## config.mk

```make
export PLATFORM = sky130hd
export DESIGN_NAME = crc8_frame_ctrl
export DESIGN_NICKNAME = d
export VERILOG_FILES = /design/src/rtl/crc8_frame_ctrl.sv
export SDC_FILE = /design/constraint.sdc
export NUM_CORES = 1
export LEC_CHECK = 0
export BUFFER_PORTS_ARGS = -buffer_cell sky130_fd_sc_hd__buf_2
export CAP_MARGIN = 20
export CELL_PAD_IN_SITES_DETAIL_PLACEMENT = 0
export CELL_PAD_IN_SITES_GLOBAL_PLACEMENT = 1
export CORE_ASPECT_RATIO = 0.8
export CORE_UTILIZATION = 33
export CTS_CLUSTER_SIZE = 8
export DETAILED_ROUTE_END_ITERATION = 10
export HOLD_SLACK_MARGIN = 0.08
export PLACE_DENSITY = 0.85
export SLEW_MARGIN = 10
export SYNTH_ARGS = -nofsm -noshare
export SYNTH_HDL_FRONTEND = slang
export SYNTH_SLANG_ARGS = --single-unit
```

## constraint.sdc

```tcl
create_clock -name clk -period 1.6 [get_ports clk]
set_input_delay 0.16 -clock clk [delete_from_list [all_inputs] [get_ports clk]]
set_output_delay 0.16 -clock clk [all_outputs]
set_load 0.1 [all_outputs]
```

## src/rtl/crc8_frame_ctrl.sv

```systemverilog
// Frame sequencer for an external bit-serial CRC-8 engine. Clears the engine at
// frame start, feeds each byte with a one-cycle enable, forwards bytes
// downstream once the engine completes, then appends the CRC (generate mode)
// or compares the final byte against it (check mode).
module crc8_frame_ctrl #(
  // Engine completion timeout in cycles; legal range 10..15 (4-bit counter).
  parameter int unsigned TIMEOUT = 15
) (
  input  logic       clk,
  input  logic       rst_n,
  input  logic       mode_gen,
  input  logic       in_valid,
  input  logic [7:0] in_data,
  input  logic       in_last,
  output logic       in_ready,
  output logic       out_valid,
  output logic [7:0] out_data,
  output logic       out_last,
  input  logic       out_ready,
  output logic [7:0] crc_byte,
  output logic       crc_enable,
  output logic       crc_clr,
  input  logic       crc_complete,
  input  logic [7:0] crc_value,
  output logic       frame_done,
  output logic       crc_err,
  output logic       eng_fault
);

  typedef enum logic [3:0] {
    StIdle,
    StClr,
    StFeed,
    StWait,
    StEmit,
    StNext,
    StAppend,
    StDone,
    StFault
  } state_e;

  localparam logic [3:0] TmoLast = 4'(TIMEOUT - 1);

  state_e     state_q, state_d;
  logic [7:0] data_q, data_d;
  logic       last_q, last_d;
  logic       mode_q, mode_d;
  logic [3:0] cnt_q, cnt_d;
  logic       err_q, err_d;
  logic       fault_q, fault_d;
  logic       take_mid;

  // A mid-frame byte is taken either in the emit handshake cycle or from the
  // wait-for-input state.
  assign take_mid = in_valid &&
                    ((state_q == StNext) || (state_q == StEmit && out_ready && !last_q));

  // State and datapath registers.
  always_ff @(posedge clk or negedge rst_n) begin
    if (!rst_n) begin
      state_q <= StIdle;
      data_q  <= 8'h00;
      last_q  <= 1'b0;
      mode_q  <= 1'b0;
      cnt_q   <= 4'h0;
      err_q   <= 1'b0;
      fault_q <= 1'b0;
    end else begin
      state_q <= state_d;
      data_q  <= data_d;
      last_q  <= last_d;
      mode_q  <= mode_d;
      cnt_q   <= cnt_d;
      err_q   <= err_d;
      fault_q <= fault_d;
    end
  end

  // Next-state and latch logic.
  always_comb begin
    state_d = state_q;
    data_d  = data_q;
    last_d  = last_q;
    mode_d  = mode_q;
    cnt_d   = cnt_q;
    err_d   = err_q;
    fault_d = fault_q;
    unique case (state_q)
      StIdle: begin
        if (in_valid) begin
          data_d  = in_data;
          last_d  = in_last;
          mode_d  = mode_gen;
          err_d   = 1'b0;
          // A single-byte check frame has nothing to feed: compare directly.
          state_d = (!mode_gen && in_last) ? StEmit : StClr;
        end
      end
      StClr:  state_d = StFeed;
      StFeed: begin
        cnt_d   = 4'h0;
        state_d = StWait;
      end
      StWait: begin
        if (crc_complete) begin
          state_d = StEmit;
        end else if (cnt_q == TmoLast) begin
          fault_d = 1'b1;
          state_d = StFault;
        end else begin
          cnt_d = cnt_q + 4'd1;
        end
      end
      StEmit: begin
        if (out_ready) begin
          if (!last_q) begin
            state_d = StNext;
          end else if (mode_q) begin
            state_d = StAppend;
          end else begin
            err_d   = (data_q != crc_value);
            state_d = StDone;
          end
        end
      end
      StNext: begin
      end
      StAppend: begin
        if (out_ready) state_d = StDone;
      end
      StDone:  state_d = StIdle;
      StFault: begin
      end
      default: state_d = StIdle;
    endcase
    // In check mode the final byte bypasses the engine and goes straight to compare.
    if (take_mid) begin
      data_d  = in_data;
      last_d  = in_last;
      state_d = (!mode_q && in_last) ? StEmit : StFeed;
    end
  end

  // Output decode from state.
  always_comb begin
    in_ready   = 1'b0;
    out_valid  = 1'b0;
    out_data   = 8'h00;
    out_last   = 1'b0;
    crc_enable = 1'b0;
    crc_clr    = 1'b0;
    frame_done = 1'b0;
    crc_err    = 1'b0;
    unique case (state_q)
      StIdle:  in_ready = 1'b1;
      StClr:   crc_clr = 1'b1;
      StFeed:  crc_enable = 1'b1;
      StEmit: begin
        out_valid = 1'b1;
        out_data  = data_q;
        out_last  = !mode_q && last_q;
        in_ready  = out_ready && !last_q;
      end
      StNext:  in_ready = 1'b1;
      StAppend: begin
        out_valid = 1'b1;
        out_data  = crc_value;
        out_last  = 1'b1;
      end
      StDone: begin
        frame_done = 1'b1;
        crc_err    = err_q;
      end
      default: begin
      end
    endcase
  end

  // Byte stays on the engine input from the enable pulse until the next byte is latched.
  assign crc_byte  = data_q;
  assign eng_fault = fault_q;

endmodule

```

==> impl_metrics.py, run 1 <==
metrics = {
    "worst_setup_path": {
        "end_kind": "flip-flop",
        "crit_fanout": 8,
        "crit_type": "reg2reg",
        "worstSetupStartpointType": "flip-flop",
        "worst_ep_arrival_time_ns": 1.96,
        "rrSetupSlack_ns": -0.20,
        "required_ns": 1.76,
    },
    "logic_synthesis": {
        "ys.flop_type": "dfrtp_1",
        "synth.top_cell.area_share_pct": 36.0,
        "synth_most_common_cell": "dfrtp_1",
        "synth_edf_count": 0,
        "synthCells": 143,
        "synth_seq_cells": 20,
        "synth_warnings": 0,
        "ys_seq_area_share_pct": 36.0,
        "synth_fp_nets": 168,
        "syn-mean-instance-area_um2": 9.71,
        "synth_commonest_cells": "20 x dfrtp_1, 15 x nor2_1, 10 x mux2_2, 9 x mux2i_1, 8 x xor2_1",
        "yosys.area.top_type": "dfrtp_1",
        "async_flop_share_pct": 100,
        "ys_top_cells_by_area": "dfrtp_1 36%, mux2_2 8.1%, mux2i_1 6.5%",
        "syn_area_um2": 1390,
        "synth_cell_type_count": 46,
    },
    "detailed_routing": {
        "dr.pass1.iters": 4,
        "wl_met2_mm": 2.74,
        "via_per_inst": 5.49,
        "route.detailed.wl_per_inst_um": 18.8,
        "drt_iter0_drc": 102,
        "vias": 1598,
        "wl_mm": 5.48,
        "wl_met3_um": 349,
        "drcViolationCount": 0,
        "drtAntennaViolNets": 0,
        "highest_layer": "met4",
        "drt-met1-wl_mm": 2.31,
    },
    "cts": {
        "clkSinkCount": 20,
        "clkTransAtPathRegs_ns": 0.09,
        "clk_path_buf_depth": 2,
        "cts_root_buffer": "clkbuf_8",
        "clk_latency_ns": 0.27,
        "cts_made_buffers": 3,
        "h-tree-depth": 1,
        "cts_tree": "done",
    },
    "placed_design": {
        "gp_congestion": 0.794,
        "hpwl_mm": 2.92,
        "io_buffer_count": 46,
        "dpl_cell_area_um2": 2220,
        "dpl.cell_count": 263,
        "place_ws_ns": -0.0583,
    },
    "job": {
        "cap_violations": 0,
    },
    "cells_and_area": {
        "final_area_um2": 2740,
        "utilization_pct": 70.2,
        "fin_cells": 291,
        "drive_gt1_share_pct": 69.9,
        "finish.net_count": 262,
        "syn_to_final_growth_pct": 97.3,
        "num-fill-cells": 252,
        "diodes": 0,
    },
    "die": {
        "initial_core_util_pct": 35.6,
        "rows": 20,
        "dieArea_um2": 4470,
        "io_pins": 47,
        "die_x_um": 74.5,
        "die_h_um": 60.0,
        "core_area_um2": 3900,
    },
    "global_route": {
        "grt_pass1_wl_mm": 7.11,
        "antenna_found_initial": 0,
        "grt.total_usage_pct": 21.7,
        "overflow": 0,
        "grt_max_degree": 21,
        "grt_pass1_vias": 1357,
    },
    "outcome": {
        "violations": "setup timing",
        "status": "finished with violations",
    },
    "sta": {
        "fin_ws_ns": -0.199,
        "period_minus_slack_ns": 1.80,
        "clock.fmax_ghz": 0.556,
        "hold_viol": 0,
        "worst_pin_slew_ns": 0.497,
        "skew_ns": 0.0117,
        "rsz0062_at_grt": "yes",
        "timing.final.crit_share_pct": 112,
        "slew_violations": 0,
        "max_slew_margin_pct": 66.5,
        "setup_viol": 31,
    },
    "worst_hold_path": {
        "hp-class": "in2reg",
    },
}
## placed cells by master (no fill, tap or decap), types with 3 or more instances in the layout
cell      Yosys  routed
buf_4         1      33
buf_2         2      31
buf_12        0      19
dfrtp_2       0      11
nor2_4        0      10
buf_6         2      10
mux2_4        0       9
dfrtp_1      20       9
xor2_1        8       8
mux2i_1       9       6
a21oi_1       7       6
nor2_1       15       5
o21ai_0       4       4
clkbuf_8      0       4
nor3_4        0       3
nor2b_2       0       3
nor4_1        5       3
o22ai_1       3       3
## registers in the layout, indices dropped and copies added (netlist names)
name and cells:
crc_byte 8, cnt_q 4, state_q 4, eng_fault 1
err_q 1, last_q 1, mode_q 1
## path summary, 6_finish.rpt
| path | from | end | cells after the start |
|---|---|---|---|
| setup / recovery | state_q[2]$_DFFE_PN0P_ | err_q$_DFFE_PN0P_ | 6 |
| hold / removal | in_data[3] | crc_byte[3]$_DFFE_PN0P_ | 2 |
| setup reg to reg | state_q[2]$_DFFE_PN0P_ | err_q$_DFFE_PN0P_ | 6 |
| hold reg to reg | eng_fault$_DFFE_PN0P_ | eng_fault$_DFFE_PN0P_ | 1 |
| max in group asynchronous | rst_n | crc_byte[1]$_DFFE_PN0P_ | 2 |
| min in group asynchronous | rst_n | crc_byte[7]$_DFFE_PN0P_ | 2 |
## through the flow
| step | setup TNS [ns] | hold slack, ns |
|---|---|---|
| 2_1_floorplan | -0.855 | -0.136 |
| 3_3_place_gp | -0.158 | 0.141 |
| 3_5_place_dp | -0.191 | 0.138 |
| 4_1_cts | -1.44 | 0.125 |
| 5_1_grt | -4.22 | 0.114 |
| 6_report | -3.41 | 0.115 |
## per-layer routing
| metal | GRT usage, % | vias up |
|---|---|---|
| met2 | 33.7 | 75 |
| li1 | - | 710 |
| met4 | 7.82 | 0 |
| met3 | 1.85 | 10 |
| met5 | 0 | - |
| met1 | 31.5 | 803 |
## worst max-delay path: stages (launching register included)
cell and delay, ns:
dfrtp_2 0.45, buf_4 0.15, buf_4 0.16, nor2b_2 0.13, a31oi_1 0.06, or4_1 0.44
mux2_2 0.31
## cell type report
| type | instances | area, um^2 | area share [%] |
|---|---|---|---|
| multi-input combinational | 108 | 1070 | 39.1 |
| timing repair buffer | 98 | 988 | 36.1 |
| sequential | 20 | 514 | 18.8 |
| tap | 55 | 68.8 | 2.51 |
| clock buffer | 4 | 55.1 | 2.01 |
| inverter | 6 | 41.3 | 1.51 |
## cell families after synthesis
kind of cell | count (synthesis) | share of synthesized area [%]
compound gates | 28 | 15.5
xor+xnor | 10 | 6.31
mux | 19 | 14.6
buf+inv | 15 | 5.59
flops | 20 | 36.0
fa+ha+maj | 2 | 1.80
simple gates | 49 | 20.2
## what timing repair did
| item | 4_1_cts | 5_1_grt |
|---|---|---|
| hold buffers | 1 | 0 |
| hold endpoints to repair | 20 | 0 |
| pin swaps | 5 | 10 |
| buffers inserted | 15 | 6 |
| resized for setup | 29 | 28 |
| endpoints found under the setup margin | 24 | 32 |
| gates cloned | 1 | 1 |
Power of run 1 is left out: the tool's default activity adds up to more than one toggle a clock period on the data nets, which glitch-free logic cannot reach.
==> run 2: changes to the inputs <==
--- a/config.mk
+++ b/config.mk
@@ -9,7 +9,7 @@
 export CAP_MARGIN = 20
 export CELL_PAD_IN_SITES_DETAIL_PLACEMENT = 0
 export CELL_PAD_IN_SITES_GLOBAL_PLACEMENT = 1
-export CORE_ASPECT_RATIO = 0.8
+export CORE_ASPECT_RATIO = 1.5
 export CORE_UTILIZATION = 33
 export CTS_CLUSTER_SIZE = 8
 export DETAILED_ROUTE_END_ITERATION = 10
==> run 2 against run 1 <==
- the run still ends with setup timing left
- flip-flop and latch count unchanged
- final area up 7.3%
- non-clock buffer count rose by 7
- core utilization grew 3.4 points
- global-route usage rose by 0.33 points
- highest routed layer unchanged
==> impl_metrics.py, run 2 (synthesis gave the netlist of run 1 again) <==
metrics = {
    "cells_and_area": {
        "syn_to_final_growth_pct": 112,
        "seq_area_um2": 514,
        "finish.net_count": 269,
        "drive_gt1_share_pct": 75.3,
        "final_common_cell": "buf_4",
        "num-fill-cells": 245,
        "final_cell_mix": "33 x buf_4, 31 x buf_2, 20 x buf_12",
        "largest_reg_flops": 8,
        "diodes": 0,
        "multi_input_area_um2": 1210,
        "fin_cells": 288,
    },
    "detailed_routing": {
        "drcViolationCount": 0,
        "wl_mm": 5.43,
        "drt_iter0_drc": 36,
        "via_per_inst": 5.47,
        "drtAntennaViolNets": 0,
        "dr.pass1.iters": 4,
        "route.detailed.wl_per_inst_um": 18.9,
        "vias": 1574,
    },
    "sta": {
        "slew_violations": 0,
        "worst_pin_slew_ns": 0.484,
        "rsz0062_at_grt": "yes",
        "hold_viol": 0,
        "fin_ws_ns": -0.144,
        "setup_viol": 30,
        "clock.fmax_ghz": 0.573,
        "skew_ns": 0.00153,
        "max_slew_margin_pct": 67.7,
        "fin_hold_ws_ns": 0.123,
        "timing.final.crit_share_pct": 109,
        "period_minus_slack_ns": 1.74,
    },
    "outcome": {
        "status": "finished with violations",
        "violations": "setup timing",
    },
    "job": {
        "cap_violations": 0,
    },
    "placed_design": {
        "dpl.cell_count": 252,
        "gp_congestion": 0.768,
        "hpwl_mm": 3.23,
        "io_buffer_count": 46,
    },
    "cts": {
        "clkTransAtPathRegs_ns": 0.08,
        "cts_tree": "done",
        "clk_latency_ns": 0.27,
        "h-tree-depth": 1,
        "cts_root_buffer": "clkbuf_8",
        "cts_made_buffers": 3,
        "clk_path_buf_depth": 2,
        "clkSinkCount": 20,
    },
    "global_route": {
        "overflow": 0,
        "grt_pass1_vias": 1550,
        "antenna_found_initial": 0,
        "grt_max_degree": 21,
        "grt.total_usage_pct": 22.0,
        "grt_pass1_wl_mm": 7.01,
    },
    "worst_setup_path": {
        "crit_fanout": 3,
        "worst_ep_arrival_time_ns": 1.94,
        "end_kind": "flip-flop",
        "required_ns": 1.80,
        "worstSetupStartpointType": "flip-flop",
        "crit_type": "reg2reg",
    },
    "die": {
        "dieArea_um2": 4480,
        "rows": 28,
        "die_h_um": 81.5,
        "io_pins": 47,
        "initial_core_util_pct": 34.8,
        "core_area_um2": 3990,
        "die_x_um": 55.0,
    },
    "worst_hold_path": {
        "hp-class": "in2reg",
    },
}
run 2: changes by cell type in the layout (fill, tap and decap cells not counted), moves of 2 or more:
cell	delta
or4_4	+2
mux2i_1	-6
nor2b_1	+2
nor2b_2	-3
buf_6	+6
or4_1	-2
mux2i_4	+7
run 2: critical path, cell delays in order (launching register included):
cell and delay (ns):
dfrtp_1 0.42, buf_6 0.15, buf_6 0.12, mux2i_2 0.16
a22oi_2 0.20, or4b_4 0.49, a21oi_2 0.14
run 2: worst paths after layout:
| path | startpoint | endpoint | slack, ns | depth (start not counted) |
|---|---|---|---|---|
| min in group asynchronous | rst_n | eng_fault$_DFFE_PN0P_ | 0.38 | 2 |
| worst min-delay path | in_data[2] | crc_byte[2]$_DFFE_PN0P_ | 0.12 | 2 |
| worst max register to register | state_q[0]$_DFFE_PN0P_ | state_q[2]$_DFFE_PN0P_ | -0.14 | 6 |
| worst max-delay path | state_q[0]$_DFFE_PN0P_ | state_q[2]$_DFFE_PN0P_ | -0.14 | 6 |
| worst min register to register | eng_fault$_DFFE_PN0P_ | eng_fault$_DFFE_PN0P_ | 0.46 | 1 |
| max in group asynchronous | rst_n | crc_byte[0]$_DFFE_PN0P_ | 0.87 | 2 |
run 2: per-stage QoR:
stage | TNS (ns) | worst slack, ns | util [%] | instance area, um^2
2_1_floorplan | -0.855 | -0.477 | - | 1560
3_3_place_gp | -0.194 | -0.109 | 54.7 | 2190
3_5_place_dp | -0.786 | -0.106 | 54.7 | 2190
4_1_cts | -1.42 | -0.0951 | 67.2 | 2680
5_1_grt | -3.49 | -0.199 | 73.6 | 2940
6_report | -2.05 | -0.144 | 73.6 | 2940
run 2: layout make-up:
| cell class | instances | area share (%) |
|---|---|---|
| Tap cell | 45 | 1.91 |
| Sequential cell | 20 | 17.5 |
| Timing Repair Buffer | 105 | 36.3 |
| Clock buffer | 4 | 1.87 |
| Inverter | 6 | 1.40 |
| Multi-Input combinational cell | 108 | 41.1 |
run 2: what timing repair did:
action | CTS | global route
cloned | 1 | 0
endpoints found under the hold margin | 20 | 0
endpoints found under the setup margin | 29 | 33
resized for setup | 54 | 36
pin swaps | 17 | 16
buffers inserted | 20 | 10
hold buffers | 1 | 0
run 2: metal layers:
metal / wire (um) / track usage [%]
met5: 0 / 0
met4: 204 / 8.75
met3: 248 / 2.22
met2: 3100 / 44.2
met1: 1880 / 21.1
Power of run 2 is left out for the same reason.
==> run 3: changes to the inputs <==
--- a/config.mk
+++ b/config.mk
@@ -13,8 +13,9 @@
 export CORE_UTILIZATION = 33
 export CTS_CLUSTER_SIZE = 8
 export DETAILED_ROUTE_END_ITERATION = 10
-export HOLD_SLACK_MARGIN = 0.08
+export HOLD_SLACK_MARGIN = 0.1
 export PLACE_DENSITY = 0.85
+export RECOVER_POWER = 25
 export SLEW_MARGIN = 10
 export SYNTH_ARGS = -nofsm -noshare
 export SYNTH_HDL_FRONTEND = slang
==> constraint.sdc (replaced) <==
create_clock -name clk -period 1.6 [get_ports clk]
set_input_delay 0.32 -clock clk [delete_from_list [all_inputs] [get_ports clk]]
set_output_delay 0.32 -clock clk [all_outputs]
set_load 0.1 [all_outputs]
==> run 3 against run 2 <==
- core utilization is 13 points lower
- die area stayed put
- fmax fell by 5.3%
- clock skew is 0.0084 ns higher
- sequential share of layout area rose by 3.8 points
- setup slack got worse by 0.097 ns
- the run still ends with setup timing left
- critical path depth fell by 1
- flip-flop and latch count unchanged
- cell count fell by 8.0%
==> impl_metrics.py, run 3 (synthesis gave the netlist of run 1 again) <==
metrics = {
    "sta": {
        "skew_ns": 0.00989,
        "hold_viol": 0,
        "setup_viol": 20,
        "fin_ws_ns": -0.241,
        "slew_violations": 0,
        "fin_tns_setup_ns": -3.64,
        "period_minus_slack_ns": 1.84,
        "worst_pin_slew_ns": 0.530,
        "timing.final.crit_share_pct": 115,
        "max_slew_margin_pct": 64.6,
        "clock.fmax_ghz": 0.543,
        "rsz0062_at_grt": "yes",
    },
    "cells_and_area": {
        "drive_gt1_share_pct": 65.5,
        "seq_area_um2": 514,
        "syn_to_final_growth_pct": 74.2,
        "num-fill-cells": 331,
        "multi_input_area_um2": 1000,
        "final_common_cell": "buf_2",
        "diodes": 0,
        "final_cell_mix": "30 x buf_2, 29 x buf_4, 16 x buf_12",
        "finish.net_count": 246,
        "largest_reg_flops": 8,
    },
    "worst_setup_path": {
        "crit_fanout": 9,
        "end_kind": "output pin",
        "rr_startpoint": "state_q[2]$_DFFE_PN0P_",
        "startpoint": "state_q[3]$_DFFE_PN0P_",
        "crit_type": "reg2out",
        "reg2regPathDepth": 5,
        "worst_ep_arrival_time_ns": 1.52,
        "worstSetupStartpointType": "flip-flop",
        "required_ns": 1.28,
    },
    "detailed_routing": {
        "vias": 1433,
        "highest_layer": "met4",
        "wl_met2_mm": 2.16,
        "wl_mm": 4.05,
        "dr.pass1.iters": 4,
        "drtAntennaViolNets": 0,
        "drt_iter0_drc": 33,
        "route.detailed.wl_per_inst_um": 15.3,
        "wl_met3_um": 254,
        "drcViolationCount": 0,
        "via_per_inst": 5.41,
        "drt-met1-wl_mm": 1.52,
    },
    "job": {
        "cap_violations": 0,
    },
    "global_route": {
        "grt_pass1_wl_mm": 6.25,
        "grt.total_usage_pct": 19.3,
        "antenna_found_initial": 0,
        "grt_pass1_vias": 1398,
        "overflow": 0,
        "grt_max_degree": 21,
    },
    "placed_design": {
        "gp_congestion": 0.829,
        "io_buffer_count": 46,
        "hpwl_mm": 2.95,
    },
    "worst_hold_path": {
        "hp-class": "in2reg",
        "hp-start": "in_data[3]",
        "min_path_cells": 2,
    },
    "die": {
        "dieArea_um2": 4480,
        "io_pins": 47,
        "initial_core_util_pct": 34.8,
        "rows": 28,
        "die_x_um": 55.0,
        "core_area_um2": 3990,
        "die_h_um": 81.5,
    },
    "outcome": {
        "status": "finished with violations",
        "violations": "setup timing",
    },
    "cts": {
        "clk_latency_ns": 0.27,
        "cts_made_buffers": 3,
        "clkSinkCount": 20,
        "cts_tree": "done",
        "clkTransAtPathRegs_ns": 0.08,
        "cts_root_buffer": "clkbuf_8",
        "h-tree-depth": 1,
        "clk_path_buf_depth": 2,
    },
}
-- run 3: changes by cell type in the layout (fill, tap and decap cells not counted), sizes merged --
cell	change
buf	-24
clkbuf	+1
-- run 3: stage by stage --
stage,hold WS (ns),instances,utilization (%),instance area [um^2],worst slack (ns)
finish,0.287,265,60.6,2420,-0.241
global route,0.284,265,60.6,2420,-0.275
CTS,0.291,262,58.6,2340,-0.214
detailed placement,0.313,252,54.8,2190,-0.0707
global placement,0.305,252,54.8,2190,-0.0520
floorplan,0.0244,143,-,1560,-0.636
-- run 3: repair_timing --
action,CTS,global route
endpoints found under the setup margin,21,25
hold endpoints to repair,20,0
resized for setup,13,12
hold buffers,1,0
pin swaps,6,8
setup buffers,5,3
-- run 3: final cells by class --
cell class | count | share of cell area (%)
clock buffers | 4 | 2.28
inverters | 6 | 1.29
multi-input cells | 108 | 41.3
flip-flops and latches | 20 | 21.3
well taps | 45 | 2.33
repair buffers | 82 | 31.5
-- run 3: per-layer routing --
layer | up-vias | GRT usage [%]
met5 | - | 0
met4 | 0 | 8.00
met3 | 9 | 2.96
met2 | 58 | 36.0
met1 | 692 | 20.2
li1 | 674 | -
-- run 3: path summary, 6_finish.rpt --
check                                               end  slack, ns
min in group asynchronous         eng_fault$_DFFE_PN0P_       0.56
max in group asynchronous       crc_byte[6]$_DFFE_PN0P_       0.64
worst min register to register    eng_fault$_DFFE_PN0P_       0.46
worst max-delay path                        out_data[0]      -0.24
worst min-delay path            crc_byte[3]$_DFFE_PN0P_       0.29
worst max register to register     cnt_q[0]$_DFFE_PN0P_      -0.18
-- run 3: worst max-delay path, stage by stage, from the launching register on --
cell	delay [ns]
dfrtp_2	0.47
and2b_2	0.28
nand2_4	0.06
buf_12	0.15
nor2_4	0.11
buf_12	0.18
Power of run 3 is left out for the same reason.
